==> config.mk <==
export PLATFORM = sky130hd
export DESIGN_NAME = ripple_count_monitor
export DESIGN_NICKNAME = d
export VERILOG_FILES = /design/src/rtl/rmon_pkg.sv /design/src/rtl/rmon_sync_filter.sv /design/src/rtl/ripple_count_monitor.sv
export SDC_FILE = /design/constraint.sdc
export NUM_CORES = 1
export LEC_CHECK = 0
export ABC_AREA = 1
export CAP_MARGIN = 20
export CORE_AREA = 2 2 58 60
export DETAILED_ROUTE_END_ITERATION = 7
export DIE_AREA = 0 0 60 62
export DONT_BUFFER_PORTS = 1
export HOLD_SLACK_MARGIN = 0.1
export PLACE_DENSITY = 0.7
export SYNTH_ARGS = -nofsm -noshare
export SYNTH_HDL_FRONTEND = slang
export SYNTH_SLANG_ARGS = --single-unit
==> constraint.sdc <==
create_clock -name clk -period 2.1 [get_ports clk]
set_clock_uncertainty 0.15 [all_clocks]
set_input_delay 0.42 -clock clk [delete_from_list [all_inputs] [get_ports clk]]
set_output_delay 0.42 -clock clk [all_outputs]
set_load 0.05 [all_outputs]
==> src/rtl/rmon_pkg.sv <==
// Shared types and helpers for the ripple counter monitor.
package rmon_pkg;

  localparam int unsigned CNT_W_DEF       = 4;
  localparam int unsigned EXT_W_DEF       = 4;
  localparam int unsigned SYNC_STAGES_DEF = 2;

  typedef enum logic [1:0] {
    ST_IDLE   = 2'd0,
    ST_ARMED  = 2'd1,
    ST_REPORT = 2'd2
  } rmon_state_e;

  // Extended value {wrap, count}; callers truncate to EXT_W+CNT_W (<= 32).
  function automatic logic [31:0] rmon_ext_value(input logic [31:0] wrap,
                                                 input logic [31:0] val,
                                                 input int unsigned cnt_w);
    return (wrap << cnt_w) | val;
  endfunction

endpackage

==> src/rtl/rmon_sync_filter.sv <==
// Synchroniser chain for the ripple counter outputs plus a two-sample stability filter.
module rmon_sync_filter
  import rmon_pkg::*;
#(
  parameter int unsigned CNT_W       = CNT_W_DEF,
  parameter int unsigned SYNC_STAGES = SYNC_STAGES_DEF
) (
  input  logic             clk,
  input  logic             rst_n,
  input  logic [CNT_W-1:0] cnt_i,
  output logic [CNT_W-1:0] filt_o,
  output logic [CNT_W-1:0] sample_o,
  output logic             upd_o
);

  logic [CNT_W-1:0] sync_q [SYNC_STAGES];
  logic [CNT_W-1:0] filt_q;
  logic [CNT_W-1:0] filt_d;
  logic             stable_s;

  // Comparing the last two stages rejects any value seen on only one sample.
  assign stable_s = (sync_q[SYNC_STAGES-1] == sync_q[SYNC_STAGES-2]);
  assign sample_o = sync_q[SYNC_STAGES-1];
  assign upd_o    = stable_s;
  assign filt_o   = filt_q;

  // Next filtered value: take the synchronised sample only when stable.
  always_comb begin
    filt_d = filt_q;
    if (stable_s) begin
      filt_d = sync_q[SYNC_STAGES-1];
    end else begin
      filt_d = filt_q;
    end
  end

  // Synchroniser chain and filtered value register.
  always_ff @(posedge clk or negedge rst_n) begin
    if (!rst_n) begin
      for (int i = 0; i < SYNC_STAGES; i++) begin
        sync_q[i] <= '0;
      end
      filt_q <= '0;
    end else begin
      sync_q[0] <= cnt_i;
      for (int i = 1; i < SYNC_STAGES; i++) begin
        sync_q[i] <= sync_q[i-1];
      end
      filt_q <= filt_d;
    end
  end

endmodule

==> src/rtl/ripple_count_monitor.sv <==
// Extends a filtered ripple count with a wrap counter and reports the first threshold crossing.
// Optional macro RMON_OVF_SAT_EN: saturate the wrap counter and raise a sticky ovf flag.
module ripple_count_monitor
  import rmon_pkg::*;
#(
  parameter int unsigned CNT_W       = CNT_W_DEF,
  parameter int unsigned EXT_W       = EXT_W_DEF,
  parameter int unsigned SYNC_STAGES = SYNC_STAGES_DEF
) (
  input  logic                   clk,
  input  logic                   rst_n,
  input  logic [CNT_W-1:0]       cnt_in,
  input  logic                   arm,
  input  logic [EXT_W+CNT_W-1:0] threshold,
  output logic                   snap_valid,
  input  logic                   snap_ready,
  output logic [EXT_W+CNT_W-1:0] snap_data,
  output logic [EXT_W+CNT_W-1:0] ext_count,
  output logic                   busy,
  output logic                   ovf
);

  localparam int unsigned XW = EXT_W + CNT_W;

  logic [CNT_W-1:0] filt_s;
  logic [CNT_W-1:0] sample_s;
  logic             upd_s;
  logic             wrap_evt_s;
  logic             arm_accept_s;
  logic [XW-1:0]    ext_s;

  logic [EXT_W-1:0] wrap_q;
  logic [EXT_W-1:0] wrap_d;
  logic             ovf_q;
  logic             ovf_d;

  rmon_state_e      state_q;
  logic [XW-1:0]    thr_q;
  logic             snap_valid_q;
  logic [XW-1:0]    snap_data_q;
  logic             busy_q;

  rmon_sync_filter #(
    .CNT_W       (CNT_W),
    .SYNC_STAGES (SYNC_STAGES)
  ) u_sync_filter (
    .clk      (clk),
    .rst_n    (rst_n),
    .cnt_i    (cnt_in),
    .filt_o   (filt_s),
    .sample_o (sample_s),
    .upd_o    (upd_s)
  );

  assign wrap_evt_s   = upd_s && (sample_s < filt_s);
  assign arm_accept_s = arm && (state_q == ST_IDLE);

  // Built purely from registers, so ext_count moves in the same cycle as the filtered value.
  assign ext_s = XW'(rmon_ext_value(32'(wrap_q), 32'(filt_s), CNT_W));

  // Wrap counter and overflow next-state; arming wins over a simultaneous wrap.
  always_comb begin
    wrap_d = wrap_q;
    ovf_d  = ovf_q;
    if (arm_accept_s) begin
      wrap_d = '0;
      ovf_d  = 1'b0;
    end else if (wrap_evt_s) begin
`ifdef RMON_OVF_SAT_EN
      if (wrap_q == '1) begin
        wrap_d = wrap_q;
        ovf_d  = 1'b1;
      end else begin
        wrap_d = wrap_q + EXT_W'(1'b1);
        ovf_d  = ovf_q;
      end
`else
      wrap_d = wrap_q + EXT_W'(1'b1);
      ovf_d  = 1'b0;
`endif
    end else begin
      wrap_d = wrap_q;
      ovf_d  = ovf_q;
    end
  end

  // Wrap counter and overflow flag registers.
  always_ff @(posedge clk or negedge rst_n) begin
    if (!rst_n) begin
      wrap_q <= '0;
      ovf_q  <= 1'b0;
    end else begin
      wrap_q <= wrap_d;
      ovf_q  <= ovf_d;
    end
  end

  // Monitor FSM; compares the pre-update ext_count so a same-cycle update is seen next cycle.
  always_ff @(posedge clk or negedge rst_n) begin
    if (!rst_n) begin
      state_q      <= ST_IDLE;
      thr_q        <= '0;
      snap_valid_q <= 1'b0;
      snap_data_q  <= '0;
      busy_q       <= 1'b0;
    end else begin
      case (state_q)
        ST_IDLE: begin
          if (arm) begin
            thr_q   <= threshold;
            busy_q  <= 1'b1;
            state_q <= ST_ARMED;
          end
        end
        ST_ARMED: begin
          if (ext_s >= thr_q) begin
            snap_data_q  <= ext_s;
            snap_valid_q <= 1'b1;
            state_q      <= ST_REPORT;
          end
        end
        ST_REPORT: begin
          if (snap_valid_q && snap_ready) begin
            snap_valid_q <= 1'b0;
            busy_q       <= 1'b0;
            state_q      <= ST_IDLE;
          end
        end
        default: begin
          snap_valid_q <= 1'b0;
          busy_q       <= 1'b0;
          state_q      <= ST_IDLE;
        end
      endcase
    end
  end

  assign snap_valid = snap_valid_q;
  assign snap_data  = snap_data_q;
  assign ext_count  = ext_s;
  assign busy       = busy_q;
  assign ovf        = ovf_q;

endmodule

### Word-level counts from Yosys, hierarchy flattened

Index checks and enable logic that the tools add are counted.

* reductions and logical operators: 10
* order comparisons: 2
* bitwise gates (word level): 3
* eq/ne operators: 6
* multiplexer cells: 13
* add/subtract/negate cells: 1

Operators with widths (number)
* $reduce_and 3->1: 3
* $ge 8x8->1: 1
* $mux 4: 2
* $or 8x4->8: 1
* $mux 2: 3
* $ne 2x2->1 const B: 3
* $pmux 1 s3: 2
* $pmux 2 s3: 1
* $mux 1: 5
* $add 4x1->4 const B: 1
* $eq 4x4->1: 1
* $lt 4x4->1: 1
* $reduce_and 2->1: 2
* $logic_and 1x1->1: 3
* $eq 2x1->1 const B: 1
* $eq 2x2->1 const B: 1
* $logic_not 2->1: 1
* $not 1->1: 2
* $reduce_bool 2->1: 1

* bits in registers: 37
* word-level logic and storage cells: 45

### Longest topological paths before layout

* depth after elaboration: 4
* depth in mapped cells: 13

### Hierarchy

From an unflattened synthesis, not the netlist that was laid out.

* cells, all modules: 211
* area, all modules: 1789.2 µm²

Modules (own cells, without submodules)
* ripple_count_monitor: area each 1311.3 µm², times used 1, sequential area each 600.6 µm², cells an instance 159
* rmon_sync_filter: area each 478.0 µm², times used 1, sequential area each 300.3 µm², cells an instance 52

### Worst setup path after synthesis

Ideal clock, no wire load.

* path type: reg2reg
* from: register wrap_q[2]
* to: register snap_data_q[5], in the netlist snap_data[5]
* library setup time: 0.119 ns
* cell stages (with the launch flop): 10
* setup slack: 0.173 ns
* buffers on the path: 1
* arrival: 1.658 ns
* cells stage by stage: dfrtp_1 -> ha_1 -> nand2_2 -> nor2_4 -> nand2_2 -> nand3_4 -> nand2_4 -> buf_12 -> nand2_1 -> nand2_1

* word-level cells in the longest chain between the ends: 3

Ends and longest elaborated chain
* start: declaration: RTL line ripple_count_monitor.sv:32 `logic [EXT_W-1:0] wrap_q;`
* start signal: assignment: RTL line ripple_count_monitor.sv:93 `wrap_q <= wrap_d;`
* $or 8x4->8: RTL line rmon_pkg.sv:18 `return (wrap << cnt_w) | val;`
* $ge 8x8->1: RTL line ripple_count_monitor.sv:116 `if (ext_s >= thr_q) begin`
* $reduce_and 2->1 (no line)
* end signal: assignment: RTL line ripple_count_monitor.sv:117 `snap_data_q <= ext_s;`
* end: declaration: RTL line ripple_count_monitor.sv:40 `logic [XW-1:0] snap_data_q;`

No other way between the ends.
A chain may end at the register's enable or synchronous reset.

### Worst setup path in the final report

* from: register wrap_q[3]
* to: register snap_data_q[0], in the netlist snap_data[0]

Same word-level chain as after synthesis.

==> metrics.csv <==
stage;metric;value;unit
pwr;Peak VDD IR;0.7050;mV
synth;gate count after technology mapping;176;
sta;min cycle time layout;1.741;ns
route;router iterations before antenna repair;4;
synth;EDFF count, synth;0;
synth;portion of the post-synthesis area used by sequential elements;0.5099;
synth;synth warn;0;
synth;post-synth top area share;0.5099;
synth;cell area after technology mapping;1767;um2
clock_tree;number of buffers on the longest clock path;2;
global_route;via count of the first global-routing pass;1173;
synth;distinct cell type count of the synthesized netlist;24;
worst_setup_path;Worst Reg-to-Reg Cells;7;
worst_setup_path;r2r setup slk;0.36;ns
synth;largest family of logic cells by synthesized area;simple AND/OR/NAND/NOR gates;
floorplan;effective utilization at floorplan;0.5557;
floorplan;area of the core;3179;um2
worst_setup_path;startpoint of the lowest-slack register-to-register path;wrap_q[3]$_DFFE_PN0P_;
synth;most area-consuming cells after synthesis;sky130_fd_sc_hd__dfrtp_1, sky130_fd_sc_hd__nand2_1, sky130_fd_sc_hd__ha_1;
synth;dominant cell by count in the synthesized netlist;sky130_fd_sc_hd__nand2_1;
sta;number of max-slew violations in the final report;0;
route;remaining routing DRC violations;0;
min_path;Min-Delay Path Depth;3;
sta;final count of negative-setup-slack endpoints;0;
worst_setup_path;worst-path cell chain;ha_1 -> a21o_1 -> nor2_4 -> nand3_4 -> nand2_4 -> nand2_1 -> o21ai_2;
synth;synthesized-area fraction occupied by adder cells;0.08499;
sta;normalized max-slew margin;0.6644;
worst_setup_path;maximum cell stage delay along the critical path;0.41;ns
clock_tree;buffer count from post-CTS setup fixing;0;
route;wire length reported by the detailed router;3.173;mm
route;via count;1193;
clock_tree;clk root buf;sky130_fd_sc_hd__clkbuf_4;
worst_setup_path;cell at the slowest stage of the critical path;sky130_fd_sc_hd__dfrtp_1;
global_route;global-route wire length before repair;5.375;mm
placed_design;placed wire-length estimate after detailed placement;2.309;mm
synth;multiplexer area fraction after synthesis;0;
placed_design;routability congestion estimate from global placement;0.7638;
synth;compound-gate portion of the synthesized area;0.08286;
sta;Final Cycle Share;0.8289;
cells_and_area;synthesis-to-layout area growth;17.49;%
clock_tree;number of levels in the clock H-tree;2;
cells_and_area;count of antenna diodes in the layout;0;
global_route;number of antenna violations at the first check in global routing;0;
min_path;HP Class;in2reg;
clock_tree;sink count of the clock tree;36;
placed_design;IO Port Bufs;0;
synth;leading post-synthesis cells by instance count;sky130_fd_sc_hd__nand2_1, sky130_fd_sc_hd__dfrtp_1, sky130_fd_sc_hd__inv_1, sky130_fd_sc_hd__ha_1, sky130_fd_sc_hd__nand3_1;
pwr;reported leakage power;1.071;nW
route;routed length per placed instance;12.74;um
cells_and_area;final net count;230;
min_path;Endpoint, Worst Hold;state_q[1]$_DFFE_PN0P_;
floorplan;DIE HEIGHT;62;um
sta;final-report hold violation count;0;
floorplan;Core Rows;21;
clock_tree;CTS-repair resized insts;0;
floorplan;width of the die;60;um
min_path;hold path start;snap_ready;
synth;post-synthesis xor/xnor area fraction;0.04674;
cells_and_area;area of combinational cells with multiple inputs;752.0;um2
cells_and_area;Finished Core Util;0.6529;
clock_tree;post-cts hold buffer count;14;
route;Vias/cell;4.791;
worst_setup_path;data required time at the worst endpoint;2.25;ns
sta;setup repair after global routing missed its margin;false;
pwr;power per unit of standard cell area;1353;nW/um2
synth;Post-Synth Simple-Gate Area;0.2089;
sta;Slew @ Worst Pin;0.5033;ns
cells_and_area;fraction of final layout cells sized beyond drive strength 1;0.2118;
synth;top cell type by total area after synthesis;sky130_fd_sc_hd__dfrtp_1;
synth;Syn Area/Cell;10.04;um2
clock_tree;clock insertion delay at the later pin of the skew report;0.36;ns
sta;max frequency;0.5745;GHz
route;post-route ant nets;0;
worst_setup_path;CP endpoint kind;flip-flop;
worst_setup_path;critical path arrival;1.89;ns
worst_setup_path;Worst R2R End;snap_data[0]$_DFFE_PN0P_;
worst_setup_path;CP startpoint kind;flip-flop;
cells_and_area;filler instances;257;
route;number of DRC markers in iteration 0;20;
synth;net count of the mapped netlist;204;
pwr;Power Total;2.809;mW
floorplan;I/O pin total;35;
synth;Most used DFF post-synth;sky130_fd_sc_hd__dfrtp_1;
job;max-capacitance violation count;0;
clock_tree;clock tree from TritonCTS;yes;
clock_tree;Clock Pin Slew Worst Setup and Hold Paths;0.12;ns
global_route;remaining global-route overflow;0;
global_route;overall global routing resource usage;0.2049;
worst_setup_path;category of the critical setup timing path;reg2reg;
status;outcome;completed;
sta;total negative slack;0;ns
cells_and_area;area of all placed cells without fillers;2076;um2
cells_and_area;area of all sequential standard cells;900.9;um2
synth;Yosys reg bits;36;
clock_tree;cts bufs inserted;5;
global_route;maximum number of pins on one net before global-route repair;37;
worst_setup_path;largest fanout on the critical path;16;
synth;Async S/R FF share, synth;1.000;
floorplan;Die Outline Area;3720;um2
placed_design;dpl cell area;1849;um2
flip-flops by register name, summed over array words and instances (netlist names):
signal	count
u_sync_filter.sample_o	4
u_sync_filter.filt_o	4
state_q	2
wrap_q	4
thr_q	8
snap_valid	1
u_sync_filter.sync_q	4
snap_data	8
busy	1
worst max-delay path by stage:
stage	slack (ns)	cells past startpoint	to	startpoint
floorplan	0.17	9	snap_data[5]$_DFFE_PN0P_	wrap_q[2]$_DFFE_PN0P_
global placement	0.44	10	wrap_q[0]$_DFFE_PN0P_	u_sync_filter.filt_o[1]$_DFFE_PN0P_
detailed placement	0.37	7	snap_data[0]$_DFFE_PN0P_	wrap_q[3]$_DFFE_PN0P_
CTS	0.34	7	snap_data[0]$_DFFE_PN0P_	wrap_q[3]$_DFFE_PN0P_
global route	0.23	10	wrap_q[1]$_DFFE_PN0P_	u_sync_filter.filt_o[1]$_DFFE_PN0P_
finish	0.36	7	snap_data[0]$_DFFE_PN0P_	wrap_q[3]$_DFFE_PN0P_
power by group:
group | switching, mW | total, mW | internal, mW
clock network | 0.236 | 0.486 | 0.249
logic | 0.739 | 1.12 | 0.381
registers | 0.317 | 1.20 | 0.885
cells by family (layout without fill, tap and decap cells):
family	after synthesis	count (layout)
other	1	1
buffers and inverters	24	51
XOR/XNOR	6	6
flip-flops	36	36
AO/OA/AOI/OAI	23	23
adder cells (fa/ha/maj)	12	12
AND/OR/NAND/NOR	74	74
layer usage:
layer / track usage / share of wire
met1: 0.2517 / 0.44
met4: 0.1206 / 0.030
met3: 0.04348 / 0.048
met2: 0.3354 / 0.48
met5: 0 / 0
critical path, delay by kind of cell, from the launching register on:
kind / cells / cell delay [ns]
flops: 1 / 0.41
fa+ha+maj: 1 / 0.32
simple gates: 4 / 0.52
compound gates: 2 / 0.26
cell type report:
| class | instances | share of cell area |
|---|---|---|
| sequential | 36 | 0.4340 |
| multi-input combinational | 116 | 0.3623 |
| timing repair buffer | 22 | 0.1013 |
| inverter | 21 | 0.03797 |
| tap | 46 | 0.02773 |
| clock buffer | 6 | 0.01989 |
| clock inverter | 2 | 0.01688 |
placed cells by master, fill, tap and decap left out, drive strengths merged, types with 4 or more instances in the layout:
cell type,count
inv,21
xnor2,4
o21ai,14
dlygate4sd3,13
clkbuf,6
a21oi,7
buf,9
nand3,11
nor2,11
nand2,50
ha,12
dfrtp,36
through the flow:
stage	instances	hold slack, ns	worst slack (ns)
2_1_floorplan	176	-0.02559	0.1725
3_3_place_gp	227	-0.02457	0.4405
3_5_place_dp	227	-0.02445	0.3739
4_1_cts	249	0.1066	0.3427
5_1_grt	249	0.1530	0.2283
6_report	249	0.1164	0.3594
No activity file was read; power rests on OpenSTA's default activity.
